File: src/rtl/uart_boot_loader_pkg.sv
// Shared encodings and UART frame constants for the boot loader.
package uart_boot_loader_pkg;

    localparam int DATA_BITS = 8;
    localparam int STOP_BITS = 1;

    typedef enum logic [1:0] {
        RX_IDLE,
        RX_START,
        RX_DATA,
        RX_STOP
    } rx_state_t;

    typedef enum logic [1:0] {
        LD_LEN,
        LD_DATA,
        LD_DONE
    } ld_state_t;

endpackage

File: src/rtl/uart_boot_loader_rx.sv
// 8N1 UART receiver: two-flop synchroniser plus mid-bit sampling FSM.
module uart_rx
    import uart_boot_loader_pkg::*;
#(
    parameter int CLK_PER_BIT = 868
) (
    input  logic       clk,
    input  logic       rstn,
    input  logic       rxd,
    output logic       rx_valid,
    output logic [7:0] rx_byte,
    output logic       rx_frame_err
);

    localparam int CW = $clog2(CLK_PER_BIT);
    localparam logic [CW-1:0] FULL = CW'(CLK_PER_BIT - 1);
    localparam logic [CW-1:0] HALF = CW'(CLK_PER_BIT / 2 - 1);
    localparam logic [2:0]    LAST_BIT = 3'(DATA_BITS - 1);

    logic          s1, s2;
    rx_state_t     st;
    logic [CW-1:0] cnt;
    logic [2:0]    bit_cnt;
    logic [7:0]    sr;

    // Line idles high, so the synchroniser resets to 1 to avoid a false start.
    always_ff @(posedge clk or negedge rstn) begin
        if (!rstn) begin
            s1 <= 1'b1;
            s2 <= 1'b1;
        end else begin
            s1 <= rxd;
            s2 <= s1;
        end
    end

    // Receive FSM; bits are sampled at their centre, outputs are one-cycle pulses.
    always_ff @(posedge clk or negedge rstn) begin
        if (!rstn) begin
            st           <= RX_IDLE;
            cnt          <= '0;
            bit_cnt      <= '0;
            sr           <= '0;
            rx_valid     <= 1'b0;
            rx_byte      <= '0;
            rx_frame_err <= 1'b0;
        end else begin
            rx_valid     <= 1'b0;
            rx_frame_err <= 1'b0;
            case (st)
                RX_IDLE: begin
                    if (!s2) begin
                        st  <= RX_START;
                        cnt <= HALF;
                    end
                end
                RX_START: begin
                    if (cnt == '0) begin
                        if (s2) begin
                            st <= RX_IDLE;
                        end else begin
                            st      <= RX_DATA;
                            cnt     <= FULL;
                            bit_cnt <= '0;
                        end
                    end else begin
                        cnt <= cnt - 1'b1;
                    end
                end
                RX_DATA: begin
                    if (cnt == '0) begin
                        sr  <= {s2, sr[7:1]};
                        cnt <= FULL;
                        if (bit_cnt == LAST_BIT) st <= RX_STOP;
                        else                     bit_cnt <= bit_cnt + 1'b1;
                    end else begin
                        cnt <= cnt - 1'b1;
                    end
                end
                default: begin
                    if (cnt == '0) begin
                        st <= RX_IDLE;
                        if (s2) begin
                            rx_valid <= 1'b1;
                            rx_byte  <= sr;
                        end else begin
                            rx_frame_err <= 1'b1;
                        end
                    end else begin
                        cnt <= cnt - 1'b1;
                    end
                end
            endcase
        end
    end

endmodule

File: src/rtl/uart_boot_loader.sv
// Loads a length-prefixed image from the UART into BRAM, then releases the core.
module uart_boot_loader
    import uart_boot_loader_pkg::*;
#(
    parameter int CLK_PER_BIT = 868,
    parameter int ADDR_W      = 20
) (
    input  logic              clk,
    input  logic              rstn,
    input  logic              rxd,
    output logic              mem_we,
    output logic [ADDR_W-1:0] mem_addr,
    output logic [31:0]       mem_wdata,
    output logic              busy,
    output logic              done,
    output logic              frame_err,
    output logic              core_rstn
);

    logic       rx_valid;
    logic [7:0] rx_byte;
    logic       rx_frame_err;

    ld_state_t   st;
    logic [1:0]  byte_cnt;
    logic [23:0] shreg;     // bytes 0..2; byte 3 is taken straight from rx_byte
    logic [31:0] n;
    logic [31:0] word_idx;
    logic        last_wr;
    logic [31:0] word;

    assign word = {rx_byte, shreg};

    uart_rx #(.CLK_PER_BIT(CLK_PER_BIT)) u_rx (
        .clk          (clk),
        .rstn         (rstn),
        .rxd          (rxd),
        .rx_valid     (rx_valid),
        .rx_byte      (rx_byte),
        .rx_frame_err (rx_frame_err)
    );

    // Little-endian byte assembly; framing errors never reach here so byte_cnt holds.
    always_ff @(posedge clk or negedge rstn) begin
        if (!rstn) begin
            byte_cnt <= '0;
            shreg    <= '0;
        end else if (rx_valid && st != LD_DONE) begin
            byte_cnt <= byte_cnt + 1'b1;
            case (byte_cnt)
                2'd0:    shreg[7:0]   <= rx_byte;
                2'd1:    shreg[15:8]  <= rx_byte;
                2'd2:    shreg[23:16] <= rx_byte;
                default: ;
            endcase
        end
    end

    // Loader FSM: length word, then N data words, then release the core.
    always_ff @(posedge clk or negedge rstn) begin
        if (!rstn) begin
            st        <= LD_LEN;
            n         <= '0;
            word_idx  <= '0;
            last_wr   <= 1'b0;
            mem_we    <= 1'b0;
            mem_addr  <= '0;
            mem_wdata <= '0;
            busy      <= 1'b0;
            done      <= 1'b0;
            frame_err <= 1'b0;
            core_rstn <= 1'b0;
        end else begin
            mem_we <= 1'b0;
            if (rx_frame_err) frame_err <= 1'b1;
            case (st)
                LD_LEN: begin
                    if (rx_valid) begin
                        busy <= 1'b1;
                        if (byte_cnt == 2'd3) begin
                            n        <= word;
                            word_idx <= '0;
                            if (word == '0) begin
                                st        <= LD_DONE;
                                busy      <= 1'b0;
                                done      <= 1'b1;
                                core_rstn <= 1'b1;
                            end else begin
                                st <= LD_DATA;
                            end
                        end
                    end
                end
                LD_DATA: begin
                    // Finish one cycle after the last write so done trails mem_we.
                    if (last_wr) begin
                        last_wr   <= 1'b0;
                        st        <= LD_DONE;
                        busy      <= 1'b0;
                        done      <= 1'b1;
                        core_rstn <= 1'b1;
                    end else if (rx_valid && byte_cnt == 2'd3) begin
                        mem_we    <= 1'b1;
                        mem_addr  <= word_idx[ADDR_W-1:0];
                        mem_wdata <= word;
                        word_idx  <= word_idx + 1'b1;
                        last_wr   <= (word_idx == n - 1'b1);
                    end
                end
                default: ;
            endcase
        end
    end

endmodule

File: config.mk
export PLATFORM = sky130hd
export DESIGN_NAME = uart_boot_loader
export DESIGN_NICKNAME = d
export VERILOG_FILES = /design/src/rtl/uart_boot_loader_pkg.sv /design/src/rtl/uart_boot_loader_rx.sv /design/src/rtl/uart_boot_loader.sv
export SDC_FILE = /design/constraint.sdc
export NUM_CORES = 1
export LEC_CHECK = 0
export CAP_MARGIN = 10
export CORE_ASPECT_RATIO = 1.4
export CORE_UTILIZATION = 32
export CTS_CLUSTER_SIZE = 20
export DETAILED_ROUTE_END_ITERATION = 8
export DONT_BUFFER_PORTS = 1
export PLACE_DENSITY_LB_ADDON = 0.3
export SLEW_MARGIN = 30
export SYNTH_ARGS = -nofsm -noshare
export SYNTH_HDL_FRONTEND = slang
export SYNTH_SLANG_ARGS = --single-unit
File: constraint.sdc
create_clock -name clk -period 3.5 [get_ports clk]
set_input_delay 0.7 -clock clk [delete_from_list [all_inputs] [get_ports clk]]
set_output_delay 0.7 -clock clk [all_outputs]
set_load 0.03 [all_outputs]
# Word-level counts from Yosys, hierarchy flattened
# Index checks and enable logic that the tools add are counted.
[op_classes]
addsub = 5
mul = 0
n_div = 0
n_lt_le_gt_ge = 0
n_eq_ne = 23
shift = 0
mux = 49
n_bitwise = 2
n_reduce_logical = 25
[op_table]
columns = ["op", "count"]
rows = [
  ["$mux W32", 4],
  ["$pmux W32 S2", 1],
  ["$mux W10", 5],
  ["$add A32 B1 Y32 const B", 1],
  ["$eq A32 B32 Y1", 1],
  ["$logic_not A32 Y1", 1],
  ["$sub A32 B1 Y32 const B", 1],
  ["$pmux W10 S3", 1],
  ["$mux W2", 10],
  ["$reduce_and A5 Y1", 4],
  ["$mux W1", 19],
  ["$ne A2 B2 Y1 const B", 9],
  ["$reduce_and A3 Y1", 5],
  ["$mux W3", 4],
  ["$logic_not A10 Y1", 1],
  ["$sub A10 B1 Y10 const B", 1],
  ["$ne A2 B1 Y1 const B", 4],
  ["$reduce_and A2 Y1", 4],
  ["$eq A2 B1 Y1 const B", 3],
  ["$eq A2 B2 Y1 const B", 3],
  ["$logic_not A2 Y1", 3],
  ["$pmux W2 S3", 1],
  ["$pmux W3 S2", 1],
  ["$reduce_bool A2 Y1", 3],
  ["11 further kinds", 14],
]
[totals]
register_bits = 184
latch_bits = 0
ram_bits = 0
mem_bits_ro = 0
in_bits = 3
out_inout_bits = 57
memories = 0

# Longest topological paths before layout
# Gate-level depths: netlist (run 1).
[depth]
word_depth = 5
depth_mapped = 12
mapped_depth_nobuf = 9

# Modules after synthesis
# Synthesis (run 1) repeated with hierarchy kept, for this count alone.
[unflattened]
hier_cells = 768
area_unflattened_um2 = 8976.1
[by_module_without_submodules]
columns = ["module", "n_inst", "cells_each", "area_per_inst_um2", "seq_area_each_um2"]
rows = [
  ["uart_boot_loader", 1, 609, 7173.1, 3728.6],
  ["uart_rx", 1, 159, 1803.0, 878.3],
]

# Worst setup path after synthesis (run 1)
# OpenSTA, ideal clock, no wires.
[synth_timing]
kind = "register to register"
from = "register n[16]"
to = "register last_wr"
t_arrival_ns = 2.737
path_slack_ns = 0.671
path_stages_with_launch = 11
n_path_buf = 3
period_less_slack_ns = 2.829
path_cell_list = "dfrtp_1 > buf_6 > or4_4 > buf_6 > or4b_4 > buf_6 > or3_1 > o31ai_1 > nand4_1 > nand4b_1 > o31ai_2"
[synth_between]
elab_chain_cells = 4
[synth_lines]
columns = ["element", "line_no", "source"]
rows = [
  ["from (decl)", "uart_boot_loader.sv:27", "logic [31:0] n;"],
  ["from (signal assigned)", "uart_boot_loader.sv:81", "n <= word;"],
  ["$sub A32 B1 Y32", "uart_boot_loader.sv:107", "last_wr <= (word_idx == n - 1'b1);"],
  ["$eq A32 B32 Y1", "uart_boot_loader.sv:107", ""],
  ["$mux W1", "uart_boot_loader.sv:102", "end else if (rx_valid && byte_cnt == 2'd3) begin"],
  ["$mux W1", "uart_boot_loader.sv:96", "if (last_wr) begin"],
  ["to (signal assigned)", "uart_boot_loader.sv:107", ""],
  ["to (decl)", "uart_boot_loader.sv:29", "logic last_wr;"],
]
# Every way passes these cells.
# A chain may end at the register's enable or synchronous reset.

# Worst setup path in the final report (run 1)
# Ends and elaborated chain as after synthesis.

==> flow_summary_export.csv, run 1 <==
group,metric,value,unit
timing,drv_slew,0,
yosys,ys.flop_type,"dfrtp_1",
status,outcome,"finished with violations",
cts,clockRootBuffer,"clkbuf_16",
power,p_sw_frac,0.237,
timing,rsz0062_at_grt,"no",
final_layout,finalInstanceArea,9900,sq um
die,fp-row-count,72,
final_layout,fin_util,0.359,
die,die_width,143,microns
yosys,synth_common_cells,"dfrtp_1 (182), mux2_2 (123), nor2_1 (53)",
yosys,synth.area.top_cells,"dfrtp_1 (51%), mux2_2 (15%), xnor2_1 (3.6%)",
power,pwr-share-seq,0.526,
power,p_leak,4.61,nW
die,die_h,200,microns
power,p_sw,958,uW
worst_setup_path,critPathLaunchType,"flip-flop",
drt,wl_per_cell,17.0,microns
hold_path,worstHoldPathType,"in2async",
yosys,yosysSeqAreaShare,0.515,
global_routing,grt_max_degree,185,
final_layout,final_nets,787,
final_layout,finalNonFillerCells,1154,
global_routing,grt_usage,0.148,
timing,setup_ws,0.596,ns
timing,worst_pin_slew,0.741,ns
drt,drt_pre_antenna_iters,4,
final_layout,num_antenna_cells,0,
die,core,27600,sq um
cts,cts_tree,"built",
timing,fin_setup_tns,0,ns
drt,vias_per_cell,4.98,
yosys,synth.most_common_cell,"dfrtp_1",
yosys,syn_inst,785,
timing,max_freq,344,MHz
timing,fin_crit_sh,0.830,
timing,finalHoldViolations,43,
cts,clkLatencyLatePin,0.44,ns
global_routing,grt_pass1_vias,5820,
cts,clock-sinks,184,
place,place_congestion,0.871,
place,io_buffers,0,
timing,setup_viol,0,
job,cap_viol_max_count,0,
global_routing,antenna_found_initial,0,
cts,cts_setup_buffers,0,
cts,clk_pin_slew,0.08,ns
die,die_area,28600,sq um
final_layout,drive_gt1_frac,0.227,
yosys,yosysWarnings,0,
yosys,synth_edf_count,0,
power,clkPwrFrac,0.474,
yosys,synthArstFlopShare,1.00,
worst_setup_path,arrival,3.26,ns
global_routing,grt_overflow,0,
place,placed_area,9310,sq um
final_layout,syn2layout_area_growth,10.8,%
drt,drtIter0Drc,334,
yosys,synth-seq-cells,184,
worst_setup_path,critPathMaxFanout,9,
global_routing,grt_pass1_wl,32600,microns
cts,cts_resized,0,
place,dpl_worst_slack,0.603,ns
drt,wl,19600,microns
cts,cts-htree-levels,4,
yosys,syn_area,8940,sq um
status,violations,"negative hold slack",
power,vdd_ir_drop_max,0.322,mV
cts,cts_made_buffers,17,
yosys,avgSynthCellArea,11.4,sq um
timing,fin_crit,2.90,ns
yosys,syn_nets,801,
power,combPwrFrac,0,
die,ios,60,
place,dp_cells,1122,
place,dp_hpwl,13800,microns
yosys,yosys.area.top_type_share,0.510,
timing,slew_headroom,0.506,
worst_setup_path,critPathKind,"reg2reg",
die,start_util,0.324,
drt,ant_nets,0,
worst_setup_path,crit_required,3.85,ns
worst_setup_path,end_kind,"flip-flop",
yosys,synth_cell_types,66,
timing,whs,-0.0316,ns
drt,drc_errors,0,
drt,vias,5752,
cts,ctsLongestPathBuffers,2,
yosys,synth_top_cell_by_area,"dfrtp_1",
timing,skew,0.0133,ns
power,power,4.05,mW
power,internal_power,3.09,mW
power,power.density,409,nW/um^2
## registers in the layout (all words and copies together) (netlist names), 3 cells and up
register,count
u_rx.bit_cnt,3
u_rx.cnt,10
u_rx.sr,8
word_idx,32
u_rx.rx_byte,8
n,32
shreg,24
mem_addr,20
mem_wdata,32
## cell families after synthesis
family / Yosys count / share of synthesized area
mux: 126 / 0.158
buf+inv: 60 / 0.0286
compound gates: 98 / 0.0735
simple gates: 238 / 0.141
xor+xnor: 66 / 0.0647
fa+ha+maj: 13 / 0.0182
flops: 184 / 0.515
## layer usage
| metal | wire [microns] | part of all wire | GRT usage | up-vias |
|---|---|---|---|---|
| met3 | 838 | 0.043 | 0.0365 | 25 |
| li1 | - | - | - | 2796 |
| met2 | 9810 | 0.50 | 0.248 | 81 |
| met5 | 0 | 0 | 0 | - |
| met4 | 542 | 0.028 | 0.0619 | 0 |
| met1 | 8390 | 0.43 | 0.181 | 2850 |
## critical path, stage by stage, from the launching register on
cell and delay (ns):
dfrtp_1 0.46, or4_4 0.62, or4b_4 0.57, or3_1 0.36
o31ai_1 0.31, nand4_1 0.12, nand4b_1 0.20, o31ai_2 0.18
## power by group through the flow
stage	sequential [mW]	clock, mW	combinational (mW)
global placement	2.17	0	0.00149
global route	2.13	2.07	0.00198
floorplan	2.17	0	0.00247
CTS	2.13	2.00	0.00159
detailed placement	2.17	0	0.00158
finish	2.13	1.92	0.00161
## layout by cell type (no fill, tap or decap), types with 9 or more instances in the layout
cell type / netlist / routed
ha_1: 13 / 13
mux2_2: 123 / 123
nand3_1: 27 / 27
nand2b_1: 9 / 9
inv_1: 18 / 18
clkbuf_16: 0 / 17
a21oi_1: 12 / 11
nor2_1: 53 / 52
xnor2_1: 37 / 37
nor3_1: 24 / 23
xor2_1: 29 / 29
dfrtp_1: 182 / 182
nand4_1: 15 / 15
nand2_1: 42 / 42
nor4_1: 21 / 21
o21ai_0: 32 / 32
or3_1: 9 / 9
## cell type report
cell class / count / area (sq um)
Clock buffer: 17 / 425
Clock inverter: 15 / 169
Fill cell: 2754 / 17700
Inverter: 18 / 67.6
Multi-Input combinational cell: 541 / 4090
Sequential cell: 184 / 4610
Tap cell: 370 / 463
Timing Repair Buffer: 9 / 80.1
## worst paths after layout
path	from	to	slack (ns)	depth (start not counted)
setup reg to reg	n[16]$_DFFE_PN0P_	last_wr$_DFFE_PN0P_	0.60	7
min in group clk	rxd	u_rx.s1$_DFF_PN1_	0.26	0
setup / recovery	n[16]$_DFFE_PN0P_	last_wr$_DFFE_PN0P_	0.60	7
max in group asynchronous	rstn	u_rx.s2$_DFF_PN1_	3.15	0
hold reg to reg	u_rx.s1$_DFF_PN1_	u_rx.s2$_DFF_PN1_	0.36	0
hold / removal	rstn	mem_addr[12]$_DFFE_PN0P_	-0.03	0
Power figures use the tool's default switching activity.
==> inputs of run 2 (changes only) <==
clock period = 2.41 ns   (was 3.5 ns; I/O delays follow)
==> flow_summary_export.csv, run 2 (same netlist as run 1, synthesis figures left out) <==
group,metric,value,unit
final_layout,num_antenna_cells,0,
drt,wl_per_cell,16.5,microns
worst_setup_path,end_kind,"flip-flop",
timing,setup_viol,4,
die,die_area,28600,sq um
timing,fin_crit,2.55,ns
drt,vias_per_cell,4.96,
place,dpl_worst_slack,-0.223,ns
cts,cts_tree,"built",
status,outcome,"finished with violations",
drt,drtIter0Drc,282,
job,cap_viol_max_count,0,
die,ios,60,
timing,max_freq,392,MHz
final_layout,final_nets,878,
cts,cts_made_buffers,17,
timing,worst_pin_slew,0.711,ns
drt,wl,20500,microns
global_routing,grt_pass1_wl,34100,microns
global_routing,grt_usage,0.156,
global_routing,antenna_found_initial,0,
cts,clkLatencyLatePin,0.45,ns
cts,clk_pin_slew,0.08,ns
die,start_util,0.324,
cts,clock-sinks,184,
worst_setup_path,arrival,2.92,ns
worst_setup_path,critPathKind,"reg2reg",
final_layout,top_regs,"mem_wdata (32), n (32), word_idx (32)",
place,io_buffers,0,
timing,finalHoldViolations,182,
worst_setup_path,critPathLaunchType,"flip-flop",
global_routing,grt_overflow,0,
final_layout,drive_gt1_frac,0.335,
timing,fin_setup_tns,-0.250,ns
timing,fin_crit_sh,1.06,
place,dp_hpwl,14600,microns
die,die_width,143,microns
cts,cts-htree-levels,4,
die,die_h,200,microns
power,power.density,557,nW/um^2
status,violations,"negative hold slack, negative setup slack",
final_layout,syn2layout_area_growth,21.0,%
drt,ant_nets,0,
drt,drc_errors,0,
worst_setup_path,crit_required,2.78,ns
place,place_congestion,0.829,
timing,skew,0.0114,ns
final_layout,final_common_cell,"dfrtp_1",
global_routing,grt_max_degree,185,
timing,drv_slew,0,
final_layout,final_cell_mix,"dfrtp_1 (182), mux2_2 (122), buf_4 (91), nor2_1 (49), nand2_1 (41)",
power,p_leak,5.12,nW
drt,vias,6170,
cts,ctsLongestPathBuffers,2,
timing,setup_ws,-0.141,ns
die,fp-row-count,72,
global_routing,grt_pass1_vias,6357,
cts,clockRootBuffer,"clkbuf_16",
timing,rsz0062_at_grt,"yes",
drt,drt_pre_antenna_iters,6,
power,vdd_ir_drop_max,0.533,mV
timing,slew_headroom,0.526,
worst_setup_path,critPathMaxFanout,6,
die,core,27600,sq um
hold_path,worstHoldPathType,"in2async",
timing,whs,-0.260,ns
## run 2: cell count changes in the layout (fill, tap and decap cells not counted), sizes merged
cell,delta
bufinv,+2
a21oi,+1
clkinvlp,-1
clkinv,-4
buf,+90
clkbuf,+3
## run 2: power by group
part | total, mW | leakage (nW) | internal, mW | switching [mW]
sequential | 3.09 | 2.54 | 3.09 | 0.00345
clock | 2.93 | 0.302 | 1.62 | 1.31
combinational | 0.00262 | 2.27 | 0.00141 | 0.00120
total | 6.02 | 5.12 | 4.71 | 1.31
## run 2: cell type report
class	instances	area, sq um
fillers	2702	16800
inverters	18	67.6
flip-flops and latches	184	4610
multi-input cells	542	4270
clock inverters	12	151
clock buffers	20	457
repair buffers	99	795
well taps	370	463
## run 2: per-layer routing
metal	up-vias	share of wire	GRT usage
met2	82	0.53	0.275
met1	3068	0.42	0.180
met4	0	0.014	0.0615
met5	-	0	0
li1	2993	-	-
met3	27	0.043	0.0403
## run 2: critical path, stage by stage (launching register included)
cell,delay [ns]
dfrtp_1,0.37
or4_4,0.53
or4b_4,0.54
or3_1,0.38
o31ai_2,0.18
nand4_1,0.09
nand4b_1,0.20
o31ai_2,0.18
## run 2: timing repair
action                                 4_1_cts  5_1_grt
resized for setup                            8       34
pin swaps                                    4       16
setup endpoints to repair                    8       40
cloned                                       1        0
setup buffers                                5        5
endpoints found under the hold margin      184      184
## run 2: path summary, 6_finish.rpt
kind | end | cells past startpoint | startpoint | slack, ns
worst max-delay path | last_wr$_DFFE_PN0P_ | 7 | n[16]$_DFFE_PN0P_ | -0.14
min in group clk | u_rx.s1$_DFF_PN1_ | 0 | rxd | 0.02
max in group asynchronous | u_rx.s1$_DFF_PN1_ | 0 | rstn | 2.37
worst max register to register | last_wr$_DFFE_PN0P_ | 7 | n[16]$_DFFE_PN0P_ | -0.14
worst min-delay path | mem_addr[17]$_DFFE_PN0P_ | 0 | rstn | -0.26
worst min register to register | u_rx.s2$_DFF_PN1_ | 0 | u_rx.s1$_DFF_PN1_ | 0.36
## run 2: per-stage QoR
stage                     power, mW  utilization  area, sq um  std cells
after global routing           6.22        0.392        10800       1245
final                          6.02        0.392        10800       1245
after CTS                      6.12        0.387        10700       1240
after global placement         3.15        0.361         9960       1202
after floorplan                3.15            -         9020        785
after detailed placement       3.15        0.361         9960       1202
==> RTL edit 1, RTL diff (flow settings as in run 2) <==
`CLK_PER_BIT` is set to 868 in 2 places; all go to 1736.
--- a/src/rtl/uart_boot_loader_rx.sv
+++ b/src/rtl/uart_boot_loader_rx.sv
@@ -4,3 +4,3 @@
 #(
-    parameter int CLK_PER_BIT = 868
+    parameter int CLK_PER_BIT = 1736
 ) (
--- a/src/rtl/uart_boot_loader.sv
+++ b/src/rtl/uart_boot_loader.sv
@@ -4,3 +4,3 @@
 #(
-    parameter int CLK_PER_BIT = 868,
+    parameter int CLK_PER_BIT = 1736,
     parameter int ADDR_W      = 20
Function: same outputs for any inputs over 10 cycles, from zero or initial values and one cycle with rstn low; that may be too few to reach the edited logic, so the function may still have changed.
==> RTL edit 1 against run 2 <==
- the run still ends with negative hold slack, negative setup slack left
- worst setup slack got worse by 0.075 ns
- synthesized area up 0.43%
- sequential share of layout area up 1.4 points
- routed wire length grew 0.95%
- total power fell by 1.7%
- final area decreased by 2.6%
- sequential cell count grew 1
- critical endpoint unchanged
==> RTL edit 1: results (changes against run 2) <==
GRT
  – Global Route Usage Sum: 15.29% (was 15.60%)
  – Vias in the first global route: 6102 (was 6357)
  – Met3 Usage GRT: 3.705% (was 4.031%)
  – Grt met2 use: 26.18% (was 27.50%)
  – Met1 Usage GRT: 18.06% (was 17.99%)
  – Largest net degree at the start of global routing: 186 (was 185)
  – First-pass GRT wire length: 33.73 mm (was 34.15 mm)

Drt
  – DRC violation total after the first TritonRoute iteration: 247 (was 282)
  – Avg WL per Cell: 16.78 um (was 16.47 um)
  – TritonRoute pass-1 iters: 4 (was 6)
  – Via count: 6189 (was 6170)

Critical path
  – Crit. End Element: flip-flop (unchanged)
  – Reg-to-Reg Start: n[1] (was n[16])
  – Worst Path Arrival: 2.98 ns (was 2.92 ns)
  – Worst-path fanout max: 5 (was 6)
  – Worst reg2reg path depth: 9 (was 7)
  – R2r endpoint: last_wr (unchanged)

Synth
  – Top post-synthesis cells by area: dfrtp_1, mux2_2, xnor2_1 (unchanged)
  – Yosys cell types: 64 (was 66)
  – Commonest cells in the netlist: dfrtp_1, mux2_2, nor2_1 (unchanged)
  – Seq/Total Area, Yosys: 51.60% (was 51.55%)
  – Post-synth ARST share: 100.0% (unchanged)
  – Syn Nets: 806 (was 801)
  – Synth Flop Type: dfrtp_1 (unchanged)
  – Yosys synthesis warning count: 0 (unchanged)

Placement
  – Detailed placement HPWL: 15.01 mm (was 14.58 mm)
  – Port Buffers: 0 (unchanged)
  – Routability-driven placement congestion ratio: 0.8385 (was 0.8294)
  – Placed Area: 0.009938 sq mm (was 0.009957 sq mm)

Cells and area
  – Nets: 866 (was 878)
  – Regs by FF count: mem_wdata: 32 flops, n: 32 flops, word_idx: 32 flops (unchanged)
  – # diodes: 0 (unchanged)
  – Fillers: 2730 (was 2702)
  – Share of layout cells above drive strength 1: 29.08% (was 33.49%)

Timing
  – Clk_skew: 0.01166 ns (was 0.01138 ns)
  – Final setup viols: 1 (was 4)
  – Final hold viol count: 183 (was 182)
  – Final setup margin: -0.2159 ns (was -0.1407 ns)
  – Setup tns final: -0.2159 ns (was -0.2500 ns)
  – Worst slew pin tran: 0.5962 ns (was 0.7105 ns)
  – Final hold slack: -0.2413 ns (was -0.2599 ns)

Clocking
  – Clock Pin Slew Worst Setup and Hold Paths: 0.08 ns (about the same)
  – Clock Tree Buf Depth: 2 (unchanged)
  – Worst-Skew Late Latency: 0.43 ns (was 0.45 ns)
  – H-Tree Depth: 4 (unchanged)
  – Post-CTS setup buffer count: 0 (was 5)
  – Clock Tree Root: clkbuf_16 (unchanged)

Worst hold path
  – Worst Hold Class: in -> async (unchanged)

Status
  – Failing checks: negative hold slack, negative setup slack (unchanged)
  – Outcome: complete, but fails checks (unchanged)

Power and ir drop
  – Peak VDD IR: 0.0004555 V (was 0.0005333 V)
  – Leakage: 5.039 nW (was 5.121 nW)
## RTL edit 1: cell count changes after synthesis, sizes merged, moves of 6 or more
| cell | change |
|---|---|
| clkbuf | -7 |
| nand2b | -7 |
| o31ai | -6 |
| a21oi | +12 |
| and3 | +9 |
| nor2 | +7 |
| a22o | -7 |
## RTL edit 1: routing by layer
metal  part of all wire (%)  vias up  wire (um)
met2                     52       91      10700
li1                       -     2975          -
met5                      0        -          0
met4                    2.8        0        577
met3                    3.9       33        808
met1                     42     3090       8613
## RTL edit 1: area by class of cell
class	instances	area, sq um	area share [%]
clock buffers	21	460.4	4.370
clock inverters	11	123.9	1.176
inverters	19	71.32	0.6769
multi-input cells	556	4215	40.01
flip-flops and latches	185	4632	43.96
well taps	370	462.9	4.394
repair buffers	71	570.5	5.415
## RTL edit 1: timing repair
action	4_1_cts	5_1_grt
setup endpoints to repair	1	11
pin swaps	0	2
hold endpoints to repair	185	183
gates resized for setup	0	3
## RTL edit 1: how the worst max path moves through the flow
stage | from | endpoint | slack, ns | cells past startpoint
final | n[1] | last_wr | -0.22 | 9
after global routing | n[1] | last_wr | -0.33 | 9
after CTS | n[1] | last_wr | -0.24 | 9
after detailed placement | n[1] | last_wr | -0.21 | 9
after global placement | n[1] | last_wr | -0.15 | 9
after floorplan | n[0] | last_wr | -0.25 | 10
## RTL edit 1: stage by stage
step,util (%),setup slack [ns],cells
global route,38.22,-0.3280,1233
finish,38.22,-0.2159,1233
floorplan,-,-0.2464,790
global placement,36.05,-0.1509,1201
CTS,38.17,-0.2360,1233
detailed placement,36.05,-0.2146,1201
## RTL edit 1: worst max-delay path, stage by stage, from the launching register on
cell	delay, ns
dfrtp_1	0.40
inv_2	0.09
ha_4	0.13
or4b_4	0.51
or3_4	0.36
or3_1	0.31
o31a_1	0.30
nor4b_2	0.22
nand4_1	0.11
o21ai_1	0.13
## RTL edit 1: kinds of logic (layout without fill, tap and decap cells)
family / count (synthesis) / count (layout) / synth area share (%)
compound gates: 99 / 99 / 6.831
xor+xnor: 58 / 58 / 5.659
fa+ha+maj: 13 / 13 / 1.812
buf+inv: 49 / 122 / 2.203
flops: 185 / 185 / 51.60
mux: 129 / 129 / 16.07
simple gates: 257 / 257 / 15.82
## RTL edit 1: power by group
group / internal, mW / leakage (nW) / switching, mW
clock: 1.52 / 0.285 / 1.29
combinational: 0.000850 / 2.21 / 0.00148
sequential: 3.11 / 2.54 / 0.00114
==> RTL edit 2, RTL diff (settings of run 2) <==
Made on the original files. Add an input register stage for `rxd`, cleared by the reset; this delays it by one clock.
--- a/src/rtl/uart_boot_loader.sv
+++ b/src/rtl/uart_boot_loader.sv
@@ -19,2 +19,12 @@
 
+    logic rxd_q;
+
+    always_ff @(posedge clk or negedge rstn) begin
+        if (!rstn) begin
+            rxd_q <= '0;
+        end else begin
+            rxd_q <= rxd;
+        end
+    end
+
     logic       rx_valid;
@@ -36,3 +46,3 @@
         .rstn         (rstn),
-        .rxd          (rxd),
+        .rxd          (rxd_q),
         .rx_valid     (rx_valid),
Check against the original RTL: same outputs for any inputs over 10 cycles, from zero or initial values and one cycle with rstn low; that may be too few to reach the edited logic, so the function may still have changed.
==> RTL edit 2 against run 2 <==
- the run still ends with negative hold slack, negative setup slack left
- worst setup slack worse by 0.080 ns
- sequential cell count is 1 higher
- synthesized area is 2.1% lower
- sequential share of layout area is 0.92 points higher
- final area is 1.6% lower
- routed wire length is 1.8% lower
- global-route usage is 0.20 points lower
- clock skew is 0.0012 ns lower
- total power is 1.1% lower
- critical path depth is 2 higher
- critical path type unchanged
==> RTL edit 2: results (changes against run 2) <==
Placement
  – DP Worst Slack: -0.2518 ns (was -0.2230 ns)
  – Detailed placement HPWL: 14.39 mm (was 14.58 mm)
  – Placed Area: 0.009732 sq mm (was 0.009957 sq mm)
  – Routability-driven placement congestion ratio: 0.8277 (was 0.8294)

Synth
  – Seq/Total Area, Yosys: 52.96% (was 51.55%)
  – Commonest cells in the netlist: dfrtp_1, mux2_2, nor2_1 (unchanged)
  – Yosys cell types: 61 (was 66)
  – Synth Area per Inst: 11.83 sq um (was 11.39 sq um)
  – Synth Area in Compound Gates: 6.338% (was 7.350%)
  – XOR/XNOR Fraction of Synth Area: 6.609% (was 6.468%)
  – Top post-synthesis cells by area: dfrtp_1, mux2_2, xnor2_1 (unchanged)
  – Mux share of post-synthesis cell area: 16.15% (was 15.83%)

GRT
  – First-pass GRT wire length: 32.99 mm (was 34.15 mm)
  – Vias in the first global route: 6122 (was 6357)
  – Global Route Usage Sum: 15.40% (was 15.60%)
  – Largest net degree at the start of global routing: 186 (was 185)

Power and ir drop
  – Switching part of the total: 22.83% (was 21.76%)
  – Clock power frac: 47.8% (was 48.6%)
  – Peak VDD IR: 0.0005150 V (was 0.0005333 V)
  – Sw Pwr: 1.360 mW (was 1.311 mW)

Cells and area
  – Share of layout cells above drive strength 1: 35.32% (was 33.49%)
  – Nets: 841 (was 878)

Drt
  – Avg WL per Cell: 16.73 um (was 16.47 um)
  – DRC violation total after the first TritonRoute iteration: 194 (was 282)
  – Via count: 5820 (was 6170)
  – TritonRoute pass-1 iters: 4 (was 6)

Timing
  – Final setup viols: 14 (was 4)
  – Final hold viol count: 183 (was 182)
  – Final hold slack: -0.2443 ns (was -0.2599 ns)
  – Setup tns final: -1.586 ns (was -0.2500 ns)
  – Worst slew pin tran: 0.7208 ns (was 0.7105 ns)
  – Final setup margin: -0.2211 ns (was -0.1407 ns)
  – Clk_skew: 0.01020 ns (was 0.01138 ns)

Critical path
  – Worst-path fanout max: 7 (was 6)
  – Worst Path Arrival: 2.96 ns (was 2.92 ns)

Status
  – Failing checks: negative hold slack, negative setup slack (unchanged)
  – Outcome: complete, but fails checks (unchanged)
==> RTL edit 2: cell count changes in the layout (fill, tap and decap cells not counted), moves of 5 or more <==
cell,run 2,this run
and3_1,3,10
buf_4,91,81
buf_6,5,12
nand2_1,41,34
nand2b_1,9,4
nand3_1,25,18
nand4_1,15,9
nor3_1,22,10
o31ai_1,7,2
==> RTL edit 2: layout make-up <==
| cell class | count | area [sq um] |
|---|---|---|
| inverters | 21 | 78.83 |
| clock buffers | 17 | 425.4 |
| multi-input cells | 506 | 4103 |
| well taps | 365 | 456.7 |
| clock inverters | 15 | 185.2 |
| flip-flops and latches | 185 | 4632 |
| fillers | 2570 | 16180 |
| repair buffers | 94 | 763.2 |
==> RTL edit 2: worst paths after layout <==
path                              start  slack [ns]           end  cells after the start
worst max-delay path               n[0]       -0.22       last_wr                      9
worst min-delay path               rstn       -0.24  mem_addr[17]                      0
worst max register to register     n[0]       -0.22       last_wr                      9
worst min register to register  u_rx.s1        0.35       u_rx.s2                      0
max in group asynchronous          rstn        2.22  mem_addr[15]                      0
min in group clk                    rxd        0.06         rxd_q                      0
==> RTL edit 2: what timing repair did <==
item,in CTS,in global routing
resized for setup,37,15
cloned,1,1
endpoints found under the hold margin,185,185
buffers inserted,6,6
setup endpoints to repair,32,24
pin swaps,10,7
==> RTL edit 2: layer usage <==
metal | share of wire, % | track usage (%) | vias up
li1 | - | - | 2836
met1 | 40 | 16.73 | 2858
met2 | 52 | 27.33 | 88
met3 | 3.8 | 4.485 | 38
met4 | 3.4 | 7.248 | 0
met5 | 0 | 0 | -
